==> src/rtl/btn_led_pkg.sv <==
// Shared types and helpers for the button/LED controller.
package btn_led_pkg;

  typedef enum logic [1:0] {
    MODE_OFF    = 2'd0,
    MODE_ON     = 2'd1,
    MODE_BLINK  = 2'd2,
    MODE_FOLLOW = 2'd3
  } led_mode_e;

  // Press order: OFF -> ON -> BLINK -> FOLLOW -> OFF.
  function automatic led_mode_e next_mode(input led_mode_e m);
    led_mode_e n;
    n = MODE_OFF;
    case (m)
      MODE_OFF:    n = MODE_ON;
      MODE_ON:     n = MODE_BLINK;
      MODE_BLINK:  n = MODE_FOLLOW;
      MODE_FOLLOW: n = MODE_OFF;
      default:     n = MODE_OFF;
    endcase
    return n;
  endfunction

endpackage

==> src/rtl/btn_debounce.sv <==
// One channel: 2-flop synchroniser, stable-count debouncer, rising-edge pulse.
module btn_debounce
  import btn_led_pkg::*;
#(
  parameter int DEBOUNCE_CYCLES = 1_000_000
) (
  input  logic clk,
  input  logic rst_n,
  input  logic btn_i,
  output logic btn_db_o,
  output logic press_o
);

  localparam int CW = (DEBOUNCE_CYCLES > 1) ? $clog2(DEBOUNCE_CYCLES) : 1;
  localparam logic [CW-1:0] CNT_MAX = CW'(DEBOUNCE_CYCLES - 1);

  logic [1:0]    sync_q;
  logic [CW-1:0] cnt_q;
  logic          lvl, differ, accept;

  assign lvl    = sync_q[1];
  assign differ = lvl ^ btn_db_o;
  assign accept = differ && (cnt_q == CNT_MAX);

  // Bring the raw asynchronous button into the clock domain.
  always_ff @(posedge clk or negedge rst_n) begin
    if (!rst_n) sync_q <= '0;
    else        sync_q <= {sync_q[0], btn_i};
  end

  // Count consecutive cycles the synced level disagrees; accept after a full window.
  always_ff @(posedge clk or negedge rst_n) begin
    if (!rst_n) begin
      cnt_q    <= '0;
      btn_db_o <= 1'b0;
      press_o  <= 1'b0;
    end else begin
      press_o <= accept & lvl;
      if (!differ) begin
        cnt_q <= '0;
      end else if (accept) begin
        cnt_q    <= '0;
        btn_db_o <= lvl;
      end else begin
        cnt_q <= cnt_q + 1'b1;
      end
    end
  end

endmodule

==> src/rtl/btn_led_ctrl.sv <==
// Multi-channel button debouncer with per-channel LED mode cycling and shared blink.
module btn_led_ctrl
  import btn_led_pkg::*;
#(
  parameter int NUM_CH          = 4,
  parameter int DEBOUNCE_CYCLES = 1_000_000,
  parameter int BLINK_HALF      = 25_000_000
) (
  input  logic                  clk,
  input  logic                  rst_n,
  input  logic [NUM_CH-1:0]     btn_i,
  input  logic                  clear_i,
  output logic [NUM_CH-1:0]     btn_db_o,
  output logic [NUM_CH-1:0]     press_o,
  output logic [2*NUM_CH-1:0]   mode_o,
  output logic [NUM_CH-1:0]     led_o
);

  localparam int PW = $clog2(BLINK_HALF);
  localparam logic [PW-1:0] PRESC_MAX = PW'(BLINK_HALF - 1);

  logic [1:0]    rst_sync_q;
  logic          rst_int_n;
  logic [PW-1:0] presc_q;
  logic          blink_phase_q;

  // Assert asynchronously, release two clocks after rst_n rises.
  always_ff @(posedge clk or negedge rst_n) begin
    if (!rst_n) rst_sync_q <= '0;
    else        rst_sync_q <= {rst_sync_q[0], 1'b1};
  end
  assign rst_int_n = rst_sync_q[1];

  // Free-running prescaler; every blinking channel shares this phase.
  always_ff @(posedge clk or negedge rst_int_n) begin
    if (!rst_int_n) begin
      presc_q       <= '0;
      blink_phase_q <= 1'b0;
    end else if (presc_q == PRESC_MAX) begin
      presc_q       <= '0;
      blink_phase_q <= ~blink_phase_q;
    end else begin
      presc_q <= presc_q + 1'b1;
    end
  end

  for (genvar g = 0; g < NUM_CH; g++) begin : g_ch
    led_mode_e mode_q;

    btn_debounce #(.DEBOUNCE_CYCLES(DEBOUNCE_CYCLES)) u_db (
      .clk      (clk),
      .rst_n    (rst_int_n),
      .btn_i    (btn_i[g]),
      .btn_db_o (btn_db_o[g]),
      .press_o  (press_o[g])
    );

    // Advance mode on a press; clear wins over a coincident press.
    always_ff @(posedge clk or negedge rst_int_n) begin
      if (!rst_int_n)    mode_q <= MODE_OFF;
      else if (clear_i)  mode_q <= MODE_OFF;
      else if (press_o[g]) mode_q <= next_mode(mode_q);
    end

    assign mode_o[2*g +: 2] = mode_q;

    // Registered LED drive selected by the current mode.
    always_ff @(posedge clk or negedge rst_int_n) begin
      if (!rst_int_n) begin
        led_o[g] <= 1'b0;
      end else begin
        case (mode_q)
          MODE_OFF:    led_o[g] <= 1'b0;
          MODE_ON:     led_o[g] <= 1'b1;
          MODE_BLINK:  led_o[g] <= blink_phase_q;
          MODE_FOLLOW: led_o[g] <= btn_db_o[g];
          default:     led_o[g] <= 1'b0;
        endcase
      end
    end
  end

endmodule
==> config.mk <==
export PLATFORM = sky130hd
export DESIGN_NAME = btn_led_ctrl
export DESIGN_NICKNAME = d
export VERILOG_FILES = /design/src/rtl/btn_led_pkg.sv /design/src/rtl/btn_debounce.sv /design/src/rtl/btn_led_ctrl.sv
export SDC_FILE = /design/constraint.sdc
export NUM_CORES = 1
export LEC_CHECK = 0
export ABC_CLOCK_PERIOD_IN_PS = 7800
export CAP_MARGIN = 30
export CORE_ASPECT_RATIO = 1.5
export CORE_MARGIN = 2
export CORE_UTILIZATION = 44
export DETAILED_ROUTE_END_ITERATION = 10
export HOLD_SLACK_MARGIN = 0.03
export SYNTH_ARGS = -nofsm -noshare
export SYNTH_HDL_FRONTEND = slang
export SYNTH_SLANG_ARGS = --single-unit
==> constraint.sdc <==
create_clock -name clk -period 7.8 [get_ports clk]
set_clock_uncertainty 0.2 [all_clocks]
set_input_delay 1.56 -clock clk [delete_from_list [all_inputs] [get_ports clk]]
set_output_delay 1.56 -clock clk [all_outputs]
set_load 0.01 [all_outputs]
==> out/metrics.cfg <==
[synth]
synth_area_um2 = 6550
ys_types = 48
yosysMostFrequentCell = dfrtp_1
ys_seq_area_frac = 0.520
synth_commonest_cells = dfrtp_1, nor2_1, nand3_1, xor2_1, a21oi_1
synth_mux_area_frac = 0.0161
synth-main-ff-cell = dfrtp_1
synth_fa_ha_area_frac = 0.0325
synth-xor-area-share = 0.0883
synth-edff-count = 0
synth-seq-cells = 136
synth.top_cell.area_share = 0.520
synth_area_per_cell_um2 = 10.4
synth_area_leaders = dfrtp_1, xor2_1, nor2_1, xnor2_1, ha_1
synthSimpleGateAreaFrac = 0.229
synth_warnings = 0
synth_compound_area_frac = 0.0767
async_reset_ff_frac = 1.00
synthesis.instances = 632
synth_fp_nets = 656
synth_top_family_by_area = simple AND/OR/NAND/NOR gates
yosysTopAreaCell = dfrtp_1

[final_layout]
drive_gt1_frac = 0.0632
area_growth_syn_to_layout_pct = 14.0
final_area_um2 = 7460
fin_util = 0.514
fin_nets = 677
antenna_cells = 0
stdcell_count = 861

[timing]
tns_ns = 0
finalCriticalPeriod_ns = 3.20
rsz0062_at_grt = no
setup_viol = 0
worst_hold_slack_ns = 0.143
fin_crit_sh = 0.410
fmax_mhz = 313
relSlewSlack = 0.361
final_hold_viol_count = 0
slew_viol_final = 0
worst_pin_slew_ns = 0.955

[place]
gp_congestion = 0.829
postPlaceCellArea_um2 = 6940
io_buffers = 26
dp_hpwl_mm = 8.85
dp_cells = 830

[grt]
grt_max_degree = 73
grt_first_pass_wirelength_mm = 22.2
overflow = 0
antenna_found_initial = 0
track_usage = 0.173
grt_pass1_vias = 4781

[routing]
drtAntennaViolNets = 0
wl_per_cell_um = 15.1
wirelength_mm = 13.0
drt_iter0_drc = 144
vias = 4771
post-route-drc-count = 0
dr.pass1.iters = 4
via_per_inst = 5.54

[critical_path]
r2r_start = g_ch[0].u_db.cnt_q[15]
crit_path_end_kind = output port
ff2ff_path_depth = 5
arrival_ns = 1.44
cp-start-kind = register
cp-startpoint = g_ch[0].u_db.btn_db_o
cp_top_family = buffers and inverters
cpPeakStageDelay_ns = 0.58
path_buf_inv = 1
critPathRequiredTime_ns = 6.04
critPathSlowestCell = clkdlybuf4s50_1
critical_path_class = reg -> out
timing.rr.end = g_ch[0].u_db.cnt_q[8]
crit_chain = clkdlybuf4s50_1
reg2reg_slack_ns = 5.09
crit_fanout = 5

[run]
drv_cap = 0

[power]
vdd_drop_max_uv = 159
power_density_nw_per_um2 = 197
power_leakage_nw = 3.07

[floorplanning]
die_y_um = 153
rows = 54
start_util = 0.451
die_area_um2 = 15900
io_pins = 27
core_area_um2 = 14500
die_x_um = 104

[cts]
cts-hold-fix-buffers = 0
clock_latency_ns = 0.42
numCtsBuffers = 17
post-cts-setup-buffers = 0
cts.sinks = 136
cts_root_buffer = clkbuf_16
cts-resized-gates = 0
clk_pin_slew_ns = 0.05
cts_tree = done
cts_htree_levels = 4
clockBufferDepth = 2

[hold_path]
holdPathEnd = g_ch[2].u_db.sync_q[1]
hold_depth = 0
min_path_type = reg -> reg
hold_start = g_ch[2].u_db.sync_q[0]

[run_status]
status = complete, no violations

-- sequential cells by signal, indices dropped and copies added, names as in the netlist --
name                flops
rst_sync_q              2
g_ch.u_db.press_o       4
led_o                   4
g_ch.u_db.cnt_q        80
blink_phase_q           1
g_ch.u_db.btn_db_o      4
g_ch.u_db.sync_q        8
presc_q                25
g_ch.mode_q             8
-- worst max-delay path by stage --
stage	cells past startpoint	slack [ns]	to
6_report	1	4.60	btn_db_o[0]
5_1_grt	1	4.54	btn_db_o[0]
4_1_cts	1	4.58	btn_db_o[0]
3_5_place_dp	2	4.94	g_ch[2].mode_q[0]
3_3_place_gp	2	4.99	g_ch[3].mode_q[0]
2_1_floorplan	0	3.53	blink_phase_q
-- layer usage --
| layer | track usage | wire, um | vias up |
|---|---|---|---|
| met5 | 0 | 0 | - |
| met4 | 0.0785 | 286 | 0 |
| met3 | 0.0384 | 356 | 18 |
| met2 | 0.308 | 6670 | 73 |
| met1 | 0.199 | 5650 | 2367 |
| li1 | - | - | 2313 |
-- where the power goes --
group / switching, W / leakage [nW] / internal, W
clock network: 0.000276 / 0.258 / 0.000437
logic: 0.0000215 / 0.956 / 0.0000113
registers: 0.0000112 / 1.86 / 0.000714
total: 0.000309 / 3.07 / 0.00116
-- final cells by class --
class,count,area [um^2]
inverters,20,75.1
well taps,196,245
flip-flops and latches,136,3410
fillers,1281,7070
repair buffers,30,310
clock buffers,28,507
clock inverters,3,15.0
multi-input cells,448,2900
-- kinds of logic after synthesis --
kind of cell             after synthesis
AO/OA/AOI/OAI                         82
XOR/XNOR                              66
adder cells (fa/ha/maj)               17
buffers and inverters                 48
flip-flops                           136
multiplexers                          10
other                                  1
AND/OR/NAND/NOR                      272
-- cell usage in the layout, fill, tap and decap left out, types with 2 or more instances in the layout --
master	netlist	layout
a221oi_1	4	4
mux2i_1	6	6
nand4b_1	2	2
nor4b_1	6	6
ha_1	17	17
clkinv_2	0	3
buf_4	10	3
clkbuf_16	0	17
o22ai_1	3	3
xor2_1	37	37
nand3_2	2	2
o31ai_1	13	13
or3_1	21	21
and3_1	7	7
nor3_1	6	6
clkdlybuf4s50_1	0	26
mux2_2	4	4
nor3b_1	3	3
clkbuf_8	0	4
xnor2_1	29	29
clkbuf_1	10	7
o21ai_0	21	20
a211oi_1	4	4
a21oi_1	33	33
nor4_1	11	11
nand2_1	26	26
dfrtp_1	136	135
nand4_1	26	26
o21ai_1	1	2
and4_1	12	12
or4_1	19	19
nand3_1	38	38
inv_1	20	20
nor2_1	82	82
-- per-stage QoR --
stage | worst slack (ns) | power, W
after floorplan | 3.53 | 0.000758
after global placement | 4.99 | 0.000769
after detailed placement | 4.94 | 0.000772
after CTS | 4.58 | 0.00149
after global routing | 4.54 | 0.00152
final | 4.60 | 0.00147
(Power assumes the default switching activity.)
